File: config.mk
export PLATFORM = sky130hd
export DESIGN_NAME = cpu_decode_stage_flat
export DESIGN_NICKNAME = d
export VERILOG_FILES = /design/src/rtl/cpu_decode_stage_if.sv /design/src/rtl/cpu_decode_stage.sv /design/src/flat_wrapper.sv
export SDC_FILE = /design/constraint.sdc
export NUM_CORES = 1
export LEC_CHECK = 0
export BUFFER_PORTS_ARGS = -buffer_cell sky130_fd_sc_hd__buf_4
export CAP_MARGIN = 10
export CORE_MARGIN = 10
export CORE_UTILIZATION = 44
export DETAILED_ROUTE_END_ITERATION = 8
export PLACE_DENSITY = 0.76
export SYNTH_ARGS = -nofsm -noshare
export SYNTH_HDL_FRONTEND = slang
export SYNTH_SLANG_ARGS = --single-unit
File: constraint.sdc
create_clock -name clk -period 1.8 [get_ports clk]
set_clock_uncertainty 0.2 [all_clocks]
set_input_delay 0 -clock clk [delete_from_list [all_inputs] [get_ports clk]]
set_output_delay 0 -clock clk [all_outputs]
set_load 0.03 [all_outputs]
File: src/rtl/cpu_decode_stage_if.sv
// rtl/cpu_decode_stage_if.sv - fetch-side and execute-side handshake bundle of the decode stage
// Optional out_illegal present when CPU_DECODE_ILLEGAL_EN is defined.
interface cpu_decode_stage_if #(
  parameter int XLEN = 32
);
  logic            in_valid;
  logic            in_ready;
  logic [31:0]     in_inst;
  logic [XLEN-1:0] in_pc;

  logic            out_valid;
  logic            out_ready;
  logic [XLEN-1:0] out_pc;
  logic [3:0]      out_alu_ctrl;
  logic [1:0]      out_a_sel;
  logic            out_b_imm;
  logic [XLEN-1:0] out_imm;
  logic [4:0]      out_rs1;
  logic [4:0]      out_rs2;
  logic [4:0]      out_rd;
  logic            out_reg_write;
  logic            out_mem_read;
  logic            out_mem_write;
  logic [2:0]      out_funct3;
  logic            out_branch;
  logic            out_jump;
`ifdef CPU_DECODE_ILLEGAL_EN
  logic            out_illegal;
`endif

  modport slave (
    input  in_valid, in_inst, in_pc, out_ready,
    output in_ready, out_valid, out_pc, out_alu_ctrl, out_a_sel, out_b_imm, out_imm,
           out_rs1, out_rs2, out_rd, out_reg_write, out_mem_read, out_mem_write,
           out_funct3, out_branch, out_jump
`ifdef CPU_DECODE_ILLEGAL_EN
    , output out_illegal
`endif
  );

  modport master (
    output in_valid, in_inst, in_pc, out_ready,
    input  in_ready, out_valid, out_pc, out_alu_ctrl, out_a_sel, out_b_imm, out_imm,
           out_rs1, out_rs2, out_rd, out_reg_write, out_mem_read, out_mem_write,
           out_funct3, out_branch, out_jump
`ifdef CPU_DECODE_ILLEGAL_EN
    , input out_illegal
`endif
  );
endinterface

File: src/rtl/cpu_decode_stage.sv
// rtl/cpu_decode_stage.sv - registered RV32I decode stage producing the ALU control encoding
// Optional illegal-instruction flag: CPU_DECODE_ILLEGAL_EN.
module cpu_decode_stage #(
  parameter int XLEN = 32
) (
  input  logic                clk,
  input  logic                rst_n,
  input  logic                flush,
  cpu_decode_stage_if.slave   bus
);
  localparam logic [3:0] ALU_ADD = 4'd0, ALU_SUB = 4'd1, ALU_AND = 4'd2, ALU_OR = 4'd3,
                         ALU_XOR = 4'd4, ALU_SLL = 4'd5, ALU_SRL = 4'd6, ALU_SRA = 4'd7,
                         ALU_SLT = 4'd8, ALU_SLTU = 4'd9;

  localparam logic [6:0] OPC_OP = 7'b0110011, OPC_OPIMM = 7'b0010011, OPC_LUI = 7'b0110111,
                         OPC_AUIPC = 7'b0010111, OPC_JAL = 7'b1101111, OPC_JALR = 7'b1100111,
                         OPC_BRANCH = 7'b1100011, OPC_LOAD = 7'b0000011, OPC_STORE = 7'b0100011,
                         OPC_MISC = 7'b0001111, OPC_SYSTEM = 7'b1110011;

  function automatic logic [3:0] alu_of(input logic [2:0] f3, input logic alt);
    case (f3)
      3'b000:  return alt ? ALU_SUB : ALU_ADD;
      3'b001:  return ALU_SLL;
      3'b010:  return ALU_SLT;
      3'b011:  return ALU_SLTU;
      3'b100:  return ALU_XOR;
      3'b101:  return alt ? ALU_SRA : ALU_SRL;
      3'b110:  return ALU_OR;
      default: return ALU_AND;
    endcase
  endfunction

  function automatic logic [XLEN-1:0] to_xlen(input logic [31:0] v);
    return XLEN'($signed(v));
  endfunction

  logic [31:0] inst;
  logic [6:0]  opcode;
  logic [2:0]  f3;
  logic [6:0]  f7;
  assign inst   = bus.in_inst;
  assign opcode = inst[6:0];
  assign f3     = inst[14:12];
  assign f7     = inst[31:25];

  logic [31:0] imm_i, imm_s, imm_b, imm_u, imm_j;
  assign imm_i = {{20{inst[31]}}, inst[31:20]};
  assign imm_s = {{20{inst[31]}}, inst[31:25], inst[11:7]};
  assign imm_b = {{19{inst[31]}}, inst[31], inst[7], inst[30:25], inst[11:8], 1'b0};
  assign imm_u = {inst[31:12], 12'b0};
  assign imm_j = {{11{inst[31]}}, inst[31], inst[19:12], inst[20], inst[30:21], 1'b0};

  logic ill;
  always_comb begin
    ill = (inst[1:0] != 2'b11);
    case (opcode)
      OPC_OP:     if (!(f7 == 7'h00 || (f7 == 7'h20 && (f3 == 3'b000 || f3 == 3'b101)))) ill = 1'b1;
      OPC_OPIMM:  if ((f3 == 3'b001 && f7 != 7'h00) ||
                      (f3 == 3'b101 && f7 != 7'h00 && f7 != 7'h20)) ill = 1'b1;
      OPC_BRANCH: if (f3 == 3'b010 || f3 == 3'b011 || f3 == 3'b110 || f3 == 3'b111) ill = 1'b1;
      OPC_LOAD:   if (f3 == 3'b011 || f3 == 3'b110 || f3 == 3'b111) ill = 1'b1;
      OPC_STORE:  if (f3[2] || f3 == 3'b011) ill = 1'b1;
      OPC_LUI, OPC_AUIPC, OPC_JAL, OPC_JALR, OPC_MISC, OPC_SYSTEM: ;
      default:    ill = 1'b1;
    endcase
  end

  // Illegal encodings fall through as the NOP bundle (rs1-free ADD of zero + 0).
  logic [3:0]  d_alu;
  logic [1:0]  d_a_sel;
  logic        d_b_imm, d_rw, d_mr, d_mw, d_br, d_j;
  logic [31:0] d_imm;
  always_comb begin
    d_alu = ALU_ADD; d_a_sel = 2'b10; d_b_imm = 1'b1; d_imm = 32'd0;
    d_rw = 1'b0; d_mr = 1'b0; d_mw = 1'b0; d_br = 1'b0; d_j = 1'b0;
    if (!ill) begin
      case (opcode)
        OPC_OP:     begin d_alu = alu_of(f3, inst[30]); d_a_sel = 2'b00; d_b_imm = 1'b0; d_rw = 1'b1; end
        OPC_OPIMM:  begin d_alu = alu_of(f3, f3 == 3'b101 && inst[30]); d_a_sel = 2'b00;
                          d_imm = imm_i; d_rw = 1'b1; end
        OPC_LUI:    begin d_imm = imm_u; d_rw = 1'b1; end
        OPC_AUIPC:  begin d_a_sel = 2'b01; d_imm = imm_u; d_rw = 1'b1; end
        OPC_JAL:    begin d_a_sel = 2'b01; d_imm = imm_j; d_rw = 1'b1; d_j = 1'b1; end
        OPC_JALR:   begin d_a_sel = 2'b00; d_imm = imm_i; d_rw = 1'b1; d_j = 1'b1; end
        OPC_BRANCH: begin d_alu = ALU_SUB; d_a_sel = 2'b00; d_b_imm = 1'b0; d_imm = imm_b; d_br = 1'b1; end
        OPC_LOAD:   begin d_a_sel = 2'b00; d_imm = imm_i; d_mr = 1'b1; d_rw = 1'b1; end
        OPC_STORE:  begin d_a_sel = 2'b00; d_imm = imm_s; d_mw = 1'b1; end
        default: ;
      endcase
    end
    if (inst[11:7] == 5'd0) d_rw = 1'b0;
  end

  assign bus.in_ready = !bus.out_valid || bus.out_ready;

  always_ff @(posedge clk or negedge rst_n) begin
    if (!rst_n) begin
      bus.out_valid <= 1'b0; bus.out_pc <= '0; bus.out_alu_ctrl <= '0; bus.out_a_sel <= '0;
      bus.out_b_imm <= 1'b0; bus.out_imm <= '0; bus.out_rs1 <= '0; bus.out_rs2 <= '0;
      bus.out_rd <= '0; bus.out_reg_write <= 1'b0; bus.out_mem_read <= 1'b0;
      bus.out_mem_write <= 1'b0; bus.out_funct3 <= '0; bus.out_branch <= 1'b0; bus.out_jump <= 1'b0;
`ifdef CPU_DECODE_ILLEGAL_EN
      bus.out_illegal <= 1'b0;
`endif
    end else if (flush) begin
      bus.out_valid <= 1'b0;
    end else if (bus.in_valid && bus.in_ready) begin
      bus.out_valid <= 1'b1; bus.out_pc <= bus.in_pc; bus.out_alu_ctrl <= d_alu;
      bus.out_a_sel <= d_a_sel; bus.out_b_imm <= d_b_imm; bus.out_imm <= to_xlen(d_imm);
      bus.out_rs1 <= inst[19:15]; bus.out_rs2 <= inst[24:20]; bus.out_rd <= inst[11:7];
      bus.out_reg_write <= d_rw; bus.out_mem_read <= d_mr; bus.out_mem_write <= d_mw;
      bus.out_funct3 <= f3; bus.out_branch <= d_br; bus.out_jump <= d_j;
`ifdef CPU_DECODE_ILLEGAL_EN
      bus.out_illegal <= ill;
`endif
    end else if (bus.out_ready) begin
      bus.out_valid <= 1'b0;
    end
  end
endmodule

File: src/flat_wrapper.sv
// flat-port wrapper written by rule: the top's interface ports become plain ports
module cpu_decode_stage_flat 
#(
  parameter int XLEN = 32
)
  (clk, rst_n, flush, bus_in_valid, bus_in_inst, bus_in_pc, bus_out_ready, bus_in_ready, bus_out_valid, bus_out_pc, bus_out_alu_ctrl, bus_out_a_sel, bus_out_b_imm, bus_out_imm, bus_out_rs1, bus_out_rs2, bus_out_rd, bus_out_reg_write, bus_out_mem_read, bus_out_mem_write, bus_out_funct3, bus_out_branch, bus_out_jump);
  cpu_decode_stage_if #(.XLEN(XLEN)) bus_i ();
  input  logic clk;
  input  logic rst_n;
  input  logic flush;
  input wire logic [$bits(bus_i.in_valid)-1:0] bus_in_valid;
  input wire logic [$bits(bus_i.in_inst)-1:0] bus_in_inst;
  input wire logic [$bits(bus_i.in_pc)-1:0] bus_in_pc;
  input wire logic [$bits(bus_i.out_ready)-1:0] bus_out_ready;
  output wire logic [$bits(bus_i.in_ready)-1:0] bus_in_ready;
  output wire logic [$bits(bus_i.out_valid)-1:0] bus_out_valid;
  output wire logic [$bits(bus_i.out_pc)-1:0] bus_out_pc;
  output wire logic [$bits(bus_i.out_alu_ctrl)-1:0] bus_out_alu_ctrl;
  output wire logic [$bits(bus_i.out_a_sel)-1:0] bus_out_a_sel;
  output wire logic [$bits(bus_i.out_b_imm)-1:0] bus_out_b_imm;
  output wire logic [$bits(bus_i.out_imm)-1:0] bus_out_imm;
  output wire logic [$bits(bus_i.out_rs1)-1:0] bus_out_rs1;
  output wire logic [$bits(bus_i.out_rs2)-1:0] bus_out_rs2;
  output wire logic [$bits(bus_i.out_rd)-1:0] bus_out_rd;
  output wire logic [$bits(bus_i.out_reg_write)-1:0] bus_out_reg_write;
  output wire logic [$bits(bus_i.out_mem_read)-1:0] bus_out_mem_read;
  output wire logic [$bits(bus_i.out_mem_write)-1:0] bus_out_mem_write;
  output wire logic [$bits(bus_i.out_funct3)-1:0] bus_out_funct3;
  output wire logic [$bits(bus_i.out_branch)-1:0] bus_out_branch;
  output wire logic [$bits(bus_i.out_jump)-1:0] bus_out_jump;
  assign bus_i.in_valid = bus_in_valid;
  assign bus_i.in_inst = bus_in_inst;
  assign bus_i.in_pc = bus_in_pc;
  assign bus_i.out_ready = bus_out_ready;
  assign bus_in_ready = bus_i.in_ready;
  assign bus_out_valid = bus_i.out_valid;
  assign bus_out_pc = bus_i.out_pc;
  assign bus_out_alu_ctrl = bus_i.out_alu_ctrl;
  assign bus_out_a_sel = bus_i.out_a_sel;
  assign bus_out_b_imm = bus_i.out_b_imm;
  assign bus_out_imm = bus_i.out_imm;
  assign bus_out_rs1 = bus_i.out_rs1;
  assign bus_out_rs2 = bus_i.out_rs2;
  assign bus_out_rd = bus_i.out_rd;
  assign bus_out_reg_write = bus_i.out_reg_write;
  assign bus_out_mem_read = bus_i.out_mem_read;
  assign bus_out_mem_write = bus_i.out_mem_write;
  assign bus_out_funct3 = bus_i.out_funct3;
  assign bus_out_branch = bus_i.out_branch;
  assign bus_out_jump = bus_i.out_jump;
  cpu_decode_stage #(.XLEN(XLEN)) u_core (.clk(clk), .rst_n(rst_n), .flush(flush), .bus(bus_i));
endmodule
==> summary.md, run 1 <==
| Metric | Value |
|---|---|
| Number of nets with antenna violations after routing | `0` |
| Die Ht | `117 um` |
| Data arrival time of the worst path | `1.84 ns` |
| Required arrival time at the worst endpoint | `1.89 ns` |
| Final core occ | `75.3%` |
| Number of synthesized flops with an enable pin | `0` |
| Sequential-to-total area share from yosys stat | `57.8%` |
| Synth top area share | `57.8%` |
| Finish-stage setup viols | `0` |
| Cell area after layout | `6890 um^2` |
| P&R area growth vs syn | `67.6%` |
| Total power | `5.37 mW` |
| Number of nets in the synthesized netlist | `534` |
| Layout fillers | `667` |
| Post-detailed-routing wire length | `14.9 mm` |
| Initial antenna violation count | `0` |
| Skew-Pair Late Insertion Delay | `0.37 ns` |
| Proportion of power drawn by flip-flops and latches | `44.9%` |
| Start-to-end type of the worst setup path | `reg2reg` |
| Combined area of the multi-input logic cells | `1690 um^2` |
| Remaining global-route overflow | `0` |
| Maximum Capacitance Violations | `0` |
| Effective utilization at floorplan | `44.9%` |
| Slowest stage delay, CP | `0.42 ns` |
| Avg Inst Size Synth | `8.84 um^2` |
| Number of clock buffers inserted by TritonCTS | `9` |
| Commonest cells in the netlist | `sky130_fd_sc_hd__nand2_1, sky130_fd_sc_hd__dfrtp_1, sky130_fd_sc_hd__o21ai_0` |
| Number of clock sinks seen by CTS | `95` |
| Final routed wire length divided by cell count | `17.5 um` |
| Fraction of synthesis flops using an asynchronous set or reset pin | `100%` |
| Share of the clock period used by the worst path after layout | `97.3%` |
| Predominant post-synthesis flop cell | `sky130_fd_sc_hd__dfrtp_1` |
| Max Freq | `0.571 GHz` |
| Detail-routed via count per cell | `5.06` |
| Minimum clock period | `1.75 ns` |
| Met1 global-route usage | `25.9%` |
| Synth warn | `0` |
| Critical path launch point type | `flip-flop` |
| Switching portion of total power | `32.9%` |
| Count of port buffers added during placement | `164` |
| Maximum level of the CTS H-tree | `3` |
| Clock transition at the registers of the reported paths | `0.11 ns` |
| Cell row count | `35` |
| Least-Margin Pin Slew | `0.513 ns` |
| Maximum buffer depth of the clock tree | `2` |
| CTS root buffer | `sky130_fd_sc_hd__clkbuf_8` |
| Number of design-rule violations left by the first detailed-router iteration | `301` |
| Slew margin rel. | `65.8%` |
| Number of storage elements in the synthesis netlist | `95` |
| Worst ir drop on vdd | `0.498 mV` |
| Reported net switching power | `1.77 mW` |
| First-pass GRT wire length | `23.6 mm` |
| Pin count of the biggest net entering global routing | `38` |
| Maximum fanout count along the critical path | `7` |
| Post-detail-place hpwl | `10.3 mm` |
| DIE WIDTH | `117 um` |
| Fraction of met2 tracks used by global routing | `37.0%` |
| TritonRoute pass-1 iters | `4` |
| Number of diodes | `0` |
| Placeable core region | `9150 um^2` |
| Run status | `complete, no violations` |
| Met3 Use GR | `6.47%` |
| PwrDens | `779 nW/um^2` |
| Area of the mapped netlist | `4110 um^2` |
| CTS tree | `yes` |
| Unique cell type count in the Yosys netlist | `39` |
| Cell type with the highest aggregate area in the netlist | `sky130_fd_sc_hd__dfrtp_1` |
| Setup repair after global routing missed its margin | `yes` |
| Remaining routing DRC violations | `0` |
| Routability-driven placement congestion ratio | `0.895` |
| Capturing element type of the critical path | `flip-flop` |
| Fraction of final layout cells sized beyond drive strength 1 | `33.9%` |
| GRT Util Overall | `21.8%` |
| Vias after detailed routing | `4317` |
| Floorplan die area | `13600 um^2` |
| Share of power burned in the clock network | `28.1%` |
| Leading cell types by total area after synthesis | `sky130_fd_sc_hd__dfrtp_1, sky130_fd_sc_hd__nand2_1, sky130_fd_sc_hd__o21ai_0, sky130_fd_sc_hd__a21oi_1, sky130_fd_sc_hd__clkbuf_1` |
| Nets | `807` |
| Class of the worst hold path | `in2reg` |
| Most utilized layer in the global route result | `met2` |
| Highest-delay cell along the critical path | `sky130_fd_sc_hd__dfrtp_2` |
| Vias in the first global route | `4570` |
| Library cell with the highest instance count after synthesis | `sky130_fd_sc_hd__nand2_1` |
| Area post-placement | `5800 um^2` |
| Top-Level Pins | `165` |
| Cell-internal power | `3.60 mW` |
| Final number of hold-violating endpoints | `0` |
| FF+latch area | `2380 um^2` |
| Gate count after technology mapping | `465` |
| Comb pwr share | `26.9%` |
| Final Max Slew Viols | `0` |
| Crit-path cells | `nor2b_4 > nor3b_4 > nand3_2 > buf_4 > o31ai_1` |
| Leak pwr | `3.47 nW` |
-- per-layer routing --
metal | wire [um] | part of all wire (%) | up-vias
li1 | - | - | 2094
met1 | 5870 | 39 | 2030
met2 | 7560 | 51 | 172
met3 | 1270 | 8.5 | 21
met4 | 241 | 1.6 | 0
met5 | 0 | 0 | -
-- layout by cell type (no fill, tap or decap), drive strengths merged --
master,n
a22oi,6
nand2,192
and3,3
o31ai,8
and2,3
dlygate4sd3,76
a21oi,22
dfrtp,95
a22o,6
o2111ai,2
clkbuf,9
a31oi,4
and3b,1
nor2,12
nand4,1
and4bb,1
nand3,4
nand4bb,1
or4,1
a311o,1
inv,13
o21ai,40
clkinv,1
o41ai,2
nor3b,3
nor2b,7
o311ai,1
nor4,2
a32oi,1
buf,213
nor3,3
bufinv,1
o22a,2
nand3b,1
or3,1
a2111o,1
nand2b,2
mux2,1
-- power groups by stage --
stage / registers [mW] / logic (mW) / clock network [mW]
2_1_floorplan: 2.81 / 0.283 / 0
3_3_place_gp: 2.44 / 1.27 / 0
3_5_place_dp: 2.45 / 1.29 / 0
4_1_cts: 2.41 / 1.42 / 1.53
5_1_grt: 2.44 / 1.55 / 1.62
6_report: 2.41 / 1.45 / 1.51
-- timing repair --
item | in CTS | in global routing
resized for setup | 1 | 28
hold buffers | 75 | 1
endpoints found under the hold margin | 190 | 1
buffers inserted | 0 | 2
gates cloned | 0 | 1
endpoints found under the setup margin | 4 | 43
pin swaps | 0 | 3
-- cell type report --
type                    count  share of cell area, %
repair buffers            289                   35.5
multi-input cells         335                   24.5
clock buffers               9                   1.80
inverters                   8                  0.472
well taps                 111                   2.01
clock inverters             7                   1.23
flip-flops and latches     95                   34.5
-- worst max-delay path, delay by kind of cell, from the launching register on --
kind / cells / cell delay, ns
AND/OR/NAND/NOR: 3 / 0.63
flip-flops: 1 / 0.42
AO/OA/AOI/OAI: 1 / 0.21
buffers and inverters: 1 / 0.20
-- flip-flops by register name (all words and copies together) (netlist names) --
register,cells
u_core.bus.out_b_imm,1
u_core.bus.out_a_sel,2
u_core.bus.out_rd,5
u_core.bus.out_jump,1
u_core.bus.out_branch,1
u_core.bus.out_pc,32
u_core.bus.out_mem_read,1
u_core.bus.out_funct3,3
u_core.bus.out_alu_ctrl,4
u_core.bus.out_mem_write,1
u_core.bus.out_rs1,5
u_core.bus.out_rs2,5
u_core.bus.out_valid,1
u_core.bus.out_reg_write,1
u_core.bus.out_imm,32
-- cells by family (layout without fill, tap and decap cells) --
kind of cell,Yosys count,count (layout),share of synthesized area [%]
compound gates,96,96,14.2
flops,95,95,57.8
simple gates,238,238,24.3
buf+inv,35,313,3.44
mux,1,1,0.274
-- stage by stage --
stage               setup TNS, ns  setup slack [ns]  hold WS (ns)  cells
detailed placement          -1.18            -0.198        -0.198    759
global placement          -0.0753           -0.0308        -0.209    759
CTS                             0           0.00499       0.00294    850
global route               -0.245           -0.0377        0.0565    854
floorplan                       0            0.0101        -0.496    465
finish                          0            0.0494        0.0155    854
-- worst paths after layout --
kind	start	end	slack (ns)	depth (start not counted)
worst max-delay path	u_core.bus.out_valid$_DFFE_PN0P_	u_core.bus.out_alu_ctrl[1]$_DFFE_PN0P_	0.05	5
worst min-delay path	bus_in_inst[31]	u_core.bus.out_imm[17]$_DFFE_PN0P_	0.02	4
worst max register to register	u_core.bus.out_valid$_DFFE_PN0P_	u_core.bus.out_alu_ctrl[1]$_DFFE_PN0P_	0.05	5
worst min register to register	u_core.bus.out_rs1[3]$_DFFE_PN0P_	u_core.bus.out_rs1[3]$_DFFE_PN0P_	0.28	2
max in group asynchronous	rst_n	u_core.bus.out_imm[26]$_DFFE_PN0P_	0.36	4
min in group asynchronous	rst_n	u_core.bus.out_rs2[4]$_DFFE_PN0P_	0.46	3
Note: power is estimated with default switching activity, not from simulation.
==> run 2: changes to the inputs <==
- SETUP_SLACK_MARGIN: default -> 0.15
==> summary.md, run 2 (synthesis results as in run 1) <==
| Metric | Value |
|---|---|
| Most frequent cells in the layout | `sky130_fd_sc_hd__buf_4, sky130_fd_sc_hd__nand2_1, sky130_fd_sc_hd__dfrtp_1, sky130_fd_sc_hd__dlygate4sd3_1, sky130_fd_sc_hd__nand2_2 (was sky130_fd_sc_hd__buf_4, sky130_fd_sc_hd__nand2_1, sky130_fd_sc_hd__dfrtp_1, sky130_fd_sc_hd__dlygate4sd3_1, sky130_fd_sc_hd__a21oi_1)` |
| Detailed-route wire length on metal 1 | `6.85 mm (was 5.87 mm)` |
| Count of port buffers added during placement | `164 (unchanged)` |
| Share of the clock period used by the worst path after layout | `107% (was 97.3%)` |
| Violations in the final reports | `negative setup slack` |
| Required arrival time at the worst endpoint | `1.90 ns (was 1.89 ns)` |
| First-pass GRT wire length | `25.0 mm (was 23.6 mm)` |
| Clock transition at the registers of the reported paths | `0.10 ns (was 0.11 ns)` |
| Effective utilization at floorplan | `44.9% (unchanged)` |
| Pin count of the biggest net entering global routing | `38 (unchanged)` |
| Final worst hold slack | `0.0230 ns (was 0.0155 ns)` |
| FF+latch area | `2380 um^2 (unchanged)` |
| Combined area of the multi-input logic cells | `2020 um^2 (was 1690 um^2)` |
| Vias after detailed routing | `4952 (was 4317)` |
| Slew margin rel. | `43.6% (was 65.8%)` |
| Number of clock sinks seen by CTS | `95 (unchanged)` |
| Run status | `finished with violations (was complete, no violations)` |
| Final routed wire length divided by cell count | `21.4 um (was 17.5 um)` |
| Critical path launch point type | `flip-flop (unchanged)` |
| Proportion of power drawn by flip-flops and latches | `42.3% (was 44.9%)` |
| Setup repair after global routing missed its margin | `yes (unchanged)` |
| Most frequent standard cell in the layout excluding fill and tap cells | `sky130_fd_sc_hd__buf_4 (unchanged)` |
| Post-detail-place hpwl | `10.2 mm (was 10.3 mm)` |
| Start-to-end type of the worst setup path | `reg2reg (unchanged)` |
| DIE WIDTH | `117 um (unchanged)` |
| Maximum fanout count along the critical path | `6 (was 7)` |
| Switching portion of total power | `33.2% (was 32.9%)` |
| CTS tree | `yes (unchanged)` |
| Post-route setup slack | `-0.134 ns (was 0.0494 ns)` |
| Post-detailed-routing wire length | `18.6 mm (was 14.9 mm)` |
| Data arrival time of the worst path | `2.03 ns (was 1.84 ns)` |
| Minimum clock period | `1.93 ns (was 1.75 ns)` |
| Final Max Slew Viols | `0 (unchanged)` |
| Layout fillers | `481 (was 667)` |
| Post-placement cell count | `747 (was 759)` |
| Comb pwr share | `29.0% (was 26.9%)` |
| Final total negative setup slack | `-2.68 ns (was 0 ns)` |
| Worst R2R Path Depth | `8 (was 5)` |
| Die Ht | `117 um (unchanged)` |
| Capturing element type of the critical path | `flip-flop (unchanged)` |
| Detail-routed via count per cell | `5.70 (was 5.06)` |
| Reported net switching power | `1.90 mW (was 1.77 mW)` |
| Remaining routing DRC violations | `0 (unchanged)` |
| R2r endpoint | `u_core.bus.out_imm[23]$_DFFE_PN0P_ (was u_core.bus.out_alu_ctrl[1]$_DFFE_PN0P_)` |
| Initial antenna violation count | `1 (was 0)` |
| Number of clock buffers inserted by TritonCTS | `9 (unchanged)` |
| Top-Level Pins | `165 (unchanged)` |
| Cell row count | `35 (unchanged)` |
| Cell-internal power | `3.82 mW (was 3.60 mW)` |
| P&R area growth vs syn | `84.6% (was 67.6%)` |
| Met2 routed wirelength | `9.09 mm (was 7.56 mm)` |
| Max Freq | `0.517 GHz (was 0.571 GHz)` |
| Maximum level of the CTS H-tree | `3 (unchanged)` |
| Least-Margin Pin Slew | `0.844 ns (was 0.513 ns)` |
| CTS root buffer | `sky130_fd_sc_hd__clkbuf_8 (unchanged)` |
| Critical path origin | `u_core.bus.out_valid$_DFFE_PN0P_ (unchanged)` |
| Worst ir drop on vdd | `0.593 mV (was 0.498 mV)` |
| Setup slack of the worst register-to-register path | `-0.13 ns (was 0.05 ns)` |
| Maximum buffer depth of the clock tree | `2 (unchanged)` |
| Maximum Capacitance Violations | `0 (unchanged)` |
| Fraction of final layout cells sized beyond drive strength 1 | `45.4% (was 33.9%)` |
| Placeable core region | `9150 um^2 (unchanged)` |
| Floorplan die area | `13600 um^2 (unchanged)` |
| Skew-Pair Late Insertion Delay | `0.37 ns (about the same)` |
| Share of power burned in the clock network | `28.7% (was 28.1%)` |
| Met3 wire length | `1.66 mm (was 1.27 mm)` |
| Final core occ | `83.0% (was 75.3%)` |
| Vias in the first global route | `4803 (was 4570)` |
| GRT Util Overall | `23.3% (was 21.8%)` |
| TritonRoute pass-1 iters | `5 (was 4)` |
| Leak pwr | `3.82 nW (was 3.47 nW)` |
| PwrDens | `753 nW/um^2 (was 779 nW/um^2)` |
| Number of non-filler instances in the completed layout | `869 (was 854)` |
| Highest metal used | `met4 (unchanged)` |
| CP endpoint | `u_core.bus.out_imm[23]$_DFFE_PN0P_ (was u_core.bus.out_alu_ctrl[1]$_DFFE_PN0P_)` |
| Remaining global-route overflow | `0 (unchanged)` |
| Number of nets with antenna violations after routing | `0 (unchanged)` |
| Finish-stage setup viols | `36 (was 0)` |
| Class of the worst hold path | `in2reg (unchanged)` |
| Largest regs | `u_core.bus.out_imm (32), u_core.bus.out_pc (32) (unchanged)` |
| Number of design-rule violations left by the first detailed-router iteration | `510 (was 301)` |
| Routability-driven placement congestion ratio | `0.884 (was 0.895)` |
| Total power | `5.72 mW (was 5.37 mW)` |
| Final number of hold-violating endpoints | `0 (unchanged)` |
| Worst reg2reg startpoint | `u_core.bus.out_valid$_DFFE_PN0P_ (unchanged)` |
| Nets | `821 (was 807)` |
[run 2: cell count changes in the layout (fill, tap and decap cells not counted), moves of 7 or more]
cell / change
sky130_fd_sc_hd__o21ai_0: -7
sky130_fd_sc_hd__nand2_4: +18
sky130_fd_sc_hd__nand2_1: -63
sky130_fd_sc_hd__o21ai_1: -13
sky130_fd_sc_hd__o21ai_2: +20
sky130_fd_sc_hd__nand2_2: +45
[run 2: repair_timing]
| action | in CTS | in global routing |
|---|---|---|
| hold buffers | 78 | 0 |
| gates cloned | 4 | 6 |
| pin swaps | 18 | 57 |
| setup endpoints to repair | 85 | 111 |
| endpoints found under the hold margin | 189 | 0 |
| resized for setup | 53 | 100 |
| setup buffers | 10 | 7 |
[run 2: stage by stage]
stage / setup WS [ns] / cell area (um^2)
after global routing: -0.244 / 7590
after global placement: 0.0288 / 5690
after detailed placement: 0.0138 / 5690
after floorplan: 0.0113 / 4180
final: -0.134 / 7590
after CTS: 0.00133 / 7070
[run 2: layout make-up]
| type | count | area share [%] |
|---|---|---|
| repair buffers | 303 | 36.7 |
| well taps | 111 | 1.83 |
| diodes | 1 | 0.0330 |
| multi-input cells | 335 | 26.7 |
| clock inverters | 7 | 1.37 |
| inverters | 8 | 0.428 |
| clock buffers | 9 | 1.63 |
| flip-flops and latches | 95 | 31.3 |
[run 2: worst min-delay path by stage]
stage,to,cells past startpoint,start
after floorplan,u_core.bus.out_a_sel[0]$_DFFE_PN0P_,0,rst_n
after detailed placement,u_core.bus.out_pc[27]$_DFFE_PN0P_,1,rst_n
final,u_core.bus.out_imm[0]$_DFFE_PN0P_,5,bus_in_inst[3]
after CTS,u_core.bus.out_reg_write$_DFFE_PN0P_,6,bus_in_inst[6]
after global routing,u_core.bus.out_a_sel[1]$_DFFE_PN0P_,4,bus_in_inst[6]
after global placement,u_core.bus.out_pc[27]$_DFFE_PN0P_,1,rst_n
[run 2: power by group through the flow]
stage	combinational (mW)	sequential, mW	clock (mW)
6_report	1.66	2.42	1.64
5_1_grt	1.75	2.44	1.73
3_5_place_dp	1.27	2.45	0
3_3_place_gp	1.25	2.44	0
4_1_cts	1.48	2.41	1.64
2_1_floorplan	0.288	2.81	0
[run 2: worst max-delay path, cell delays in order (launching register included)]
cell and delay [ns]:
sky130_fd_sc_hd__dfrtp_2 0.41, sky130_fd_sc_hd__nor2b_4 0.14, sky130_fd_sc_hd__inv_4 0.05, sky130_fd_sc_hd__nand3b_1 0.23, sky130_fd_sc_hd__nor2_4 0.18, sky130_fd_sc_hd__nand4_1 0.15
sky130_fd_sc_hd__buf_6 0.20, sky130_fd_sc_hd__buf_16 0.14, sky130_fd_sc_hd__o21ai_2 0.14
[run 2: per-layer routing]
metal,track usage (%),vias to the layer above
li1,-,2123
met1,28.0,2388
met2,38.5,347
met3,5.80,94
met4,10.4,0
met5,0,-
==> run 3: changes to the inputs <==
- MAX_ROUTING_LAYER: default -> met4
==> summary.md, run 3 (synthesis results as in run 1) <==
| Metric | Value |
|---|---|
| Run status | `finished with violations (unchanged)` |
| Violations in the final reports | `negative hold slack (was negative setup slack)` |
| Nets | `811 (was 821)` |
| Leak pwr | `3.62 nW (was 3.82 nW)` |
| Setup repair after global routing missed its margin | `yes (unchanged)` |
| Count of port buffers added during placement | `164 (unchanged)` |
| Final Max Slew Viols | `0 (unchanged)` |
| Final core occ | `78.3% (was 83.0%)` |
| Capturing element type of the critical path | `flip-flop (unchanged)` |
| DIE WIDTH | `117 um (unchanged)` |
| Largest regs | `u_core.bus.out_imm (32), u_core.bus.out_pc (32) (unchanged)` |
| Final routed wire length divided by cell count | `19.4 um (was 21.4 um)` |
| Number of buffers inserted for hold repair after clock tree synthesis | `74 (was 78)` |
| Final worst hold slack | `-0.114 ns (was 0.0230 ns)` |
| Post-detailed-routing wire length | `16.7 mm (was 18.6 mm)` |
| Required arrival time at the worst endpoint | `1.89 ns (was 1.90 ns)` |
| Maximum Capacitance Violations | `0 (unchanged)` |
| Number of clock buffers inserted by TritonCTS | `9 (unchanged)` |
| Routability-driven placement congestion ratio | `0.871 (was 0.884)` |
| Total power | `5.35 mW (was 5.72 mW)` |
| Share of the clock period used by the worst path after layout | `99.3% (was 107%)` |
| Slowest stage delay, CP | `0.41 ns (about the same)` |
| Most frequent standard cell in the layout excluding fill and tap cells | `sky130_fd_sc_hd__buf_4 (unchanged)` |
| Number of nets with antenna violations after routing | `0 (unchanged)` |
| Maximum buffer depth of the clock tree | `2 (unchanged)` |
| Floorplan die area | `13600 um^2 (unchanged)` |
| Minimum clock period | `1.79 ns (was 1.93 ns)` |
| Skew-Pair Late Insertion Delay | `0.36 ns (was 0.37 ns)` |
| Number of non-filler instances in the completed layout | `859 (was 869)` |
| Top-Level Pins | `165 (unchanged)` |
| TritonRoute pass-1 iters | `5 (unchanged)` |
| Placeable core region | `9150 um^2 (unchanged)` |
| Most used cell along the critical path | `sky130_fd_sc_hd__buf_6` |
| Maximum fanout count along the critical path | `5 (was 6)` |
| Start-to-end type of the worst setup path | `reg2reg (unchanged)` |
| Class of the worst hold path | `in2reg (unchanged)` |
| Crit-path cells | `nor2b_4 > inv_4 > nand3b_1 > buf_6 > nor2_4 > nand4_1 > buf_6 > clkbuf_16 > o21ai_2 (was nor2b_4 > inv_4 > nand3b_1 > nor2_4 > nand4_1 > buf_6 > buf_16 > o21ai_2)` |
| PwrDens | `747 nW/um^2 (was 753 nW/um^2)` |
| Number of clock sinks seen by CTS | `95 (unchanged)` |
| Clock transition at the registers of the reported paths | `0.10 ns (about the same)` |
| CTS root buffer | `sky130_fd_sc_hd__clkbuf_8 (unchanged)` |
| Die Ht | `117 um (unchanged)` |
| CTS tree | `yes (unchanged)` |
| Most frequent cells in the layout | `sky130_fd_sc_hd__buf_4, sky130_fd_sc_hd__nand2_1, sky130_fd_sc_hd__dfrtp_1, sky130_fd_sc_hd__dlygate4sd3_1 (was sky130_fd_sc_hd__buf_4, sky130_fd_sc_hd__nand2_1, sky130_fd_sc_hd__dfrtp_1, sky130_fd_sc_hd__dlygate4sd3_1, sky130_fd_sc_hd__nand2_2)` |
| Post-placement cell count | `746 (was 747)` |
| Number of design-rule violations left by the first detailed-router iteration | `409 (was 510)` |
| Maximum level of the CTS H-tree | `3 (unchanged)` |
| Slew margin rel. | `40.9% (was 43.6%)` |
| Initial antenna violation count | `1 (unchanged)` |
| GRT Util Overall | `22.8% (was 23.3%)` |
| Final number of hold-violating endpoints | `1 (was 0)` |
| Finish-stage setup viols | `0 (was 36)` |
| Effective utilization at floorplan | `44.9% (unchanged)` |
| Critical path launch point type | `flip-flop (unchanged)` |
| Post-detail-place hpwl | `10.3 mm (was 10.2 mm)` |
| Pin count of the biggest net entering global routing | `35 (was 38)` |
| Data arrival time of the worst path | `1.88 ns (was 2.03 ns)` |
| Detail-routed via count per cell | `5.39 (was 5.70)` |
| Remaining global-route overflow | `0 (unchanged)` |
| Least-Margin Pin Slew | `0.885 ns (was 0.844 ns)` |
| Vias in the first global route | `4619 (was 4803)` |
| Layout fillers | `571 (was 481)` |
| Max Freq | `0.559 GHz (was 0.517 GHz)` |
| Worst ir drop on vdd | `0.488 mV (was 0.593 mV)` |
| P&R area growth vs syn | `74.3% (was 84.6%)` |
| First-pass GRT wire length | `23.6 mm (was 25.0 mm)` |
| Cell row count | `35 (unchanged)` |
| Vias after detailed routing | `4627 (was 4952)` |
| Fraction of final layout cells sized beyond drive strength 1 | `36.9% (was 45.4%)` |
| Highest-delay cell along the critical path | `sky130_fd_sc_hd__dfrtp_2 (unchanged)` |
| Remaining routing DRC violations | `0 (unchanged)` |
run 3: cell types whose count changed in the layout (fill, tap and decap cells not counted), sizes merged:
cell          change
buf               -8
dlygate4sd3       -6
bufinv            -2
dlymetal6s4s      +2
bufbuf            +1
clkbuf            +1
clkinv            +1
inv               +1
run 3: area by class of cell:
cell class | count | area (um^2) | share of cell area (%)
antenna | 1 | 2.50 | 0.0349
clock buffer | 9 | 124 | 1.73
clock inverter | 7 | 65.1 | 0.908
inverter | 8 | 32.5 | 0.454
multi-input combinational | 335 | 1780 | 24.9
sequential | 95 | 2380 | 33.2
tap | 111 | 139 | 1.94
timing repair buffer | 293 | 2640 | 36.9
run 3: report_power, final:
part	leakage (nW)	switching, mW	internal, mW
Clock	0.0943	0.873	0.538
Combinational	2.29	0.870	0.658
Sequential	1.23	0.104	2.31
Total	3.62	1.85	3.51
run 3: worst paths after layout:
kind	depth (start not counted)	start	slack, ns	to
min	5	bus_in_inst[5]	-0.11	u_core.bus.out_mem_read$_DFFE_PN0P_
min reg2reg	2	u_core.bus.out_pc[31]$_DFFE_PN0P_	0.28	u_core.bus.out_pc[31]$_DFFE_PN0P_
max in group asynchronous	4	rst_n	0.29	u_core.bus.out_imm[6]$_DFFE_PN0P_
max reg2reg	9	u_core.bus.out_valid$_DFFE_PN0P_	0.01	u_core.bus.out_imm[20]$_DFFE_PN0P_
max	9	u_core.bus.out_valid$_DFFE_PN0P_	0.01	u_core.bus.out_imm[20]$_DFFE_PN0P_
min in group asynchronous	3	rst_n	0.44	u_core.bus.out_pc[27]$_DFFE_PN0P_
run 3: worst max-delay path: cells and delay by family, from the launching register on:
| kind | cells | cell delay, ns |
|---|---|---|
| buf+inv | 4 | 0.55 |
| simple gates | 4 | 0.44 |
| flops | 1 | 0.41 |
| compound gates | 1 | 0.12 |
run 3: per-layer routing:
metal / share of wire (%) / vias up / global-route usage [%] / routed length [um]
li1: - / 2109 / - / -
met1: 39 / 2220 / 27.5 / 6480
met2: 51 / 258 / 37.3 / 8430
met3: 7.7 / 40 / 3.65 / 1290
met4: 2.8 / 0 / 9.39 / 472
met5: 0 / - / - / 0
run 3: repair_timing:
item | in CTS | in global routing
resized for setup | 13 | 51
setup endpoints to repair | 65 | 61
pin swaps | 2 | 6
endpoints found under the hold margin | 190 | 1
setup buffers | 4 | 8
gates cloned | 4 | 6
run 3: per-stage QoR:
stage / TNS, ns / worst slack (ns) / area (um^2)
3_5_place_dp: -0.453 / -0.0614 / 5690
2_1_floorplan: 0 / 0.0113 / 4180
3_3_place_gp: -0.0769 / -0.0198 / 5690
4_1_cts: 0 / 0.0619 / 6800
5_1_grt: -0.403 / -0.0438 / 7170
6_report: 0 / 0.0124 / 7170
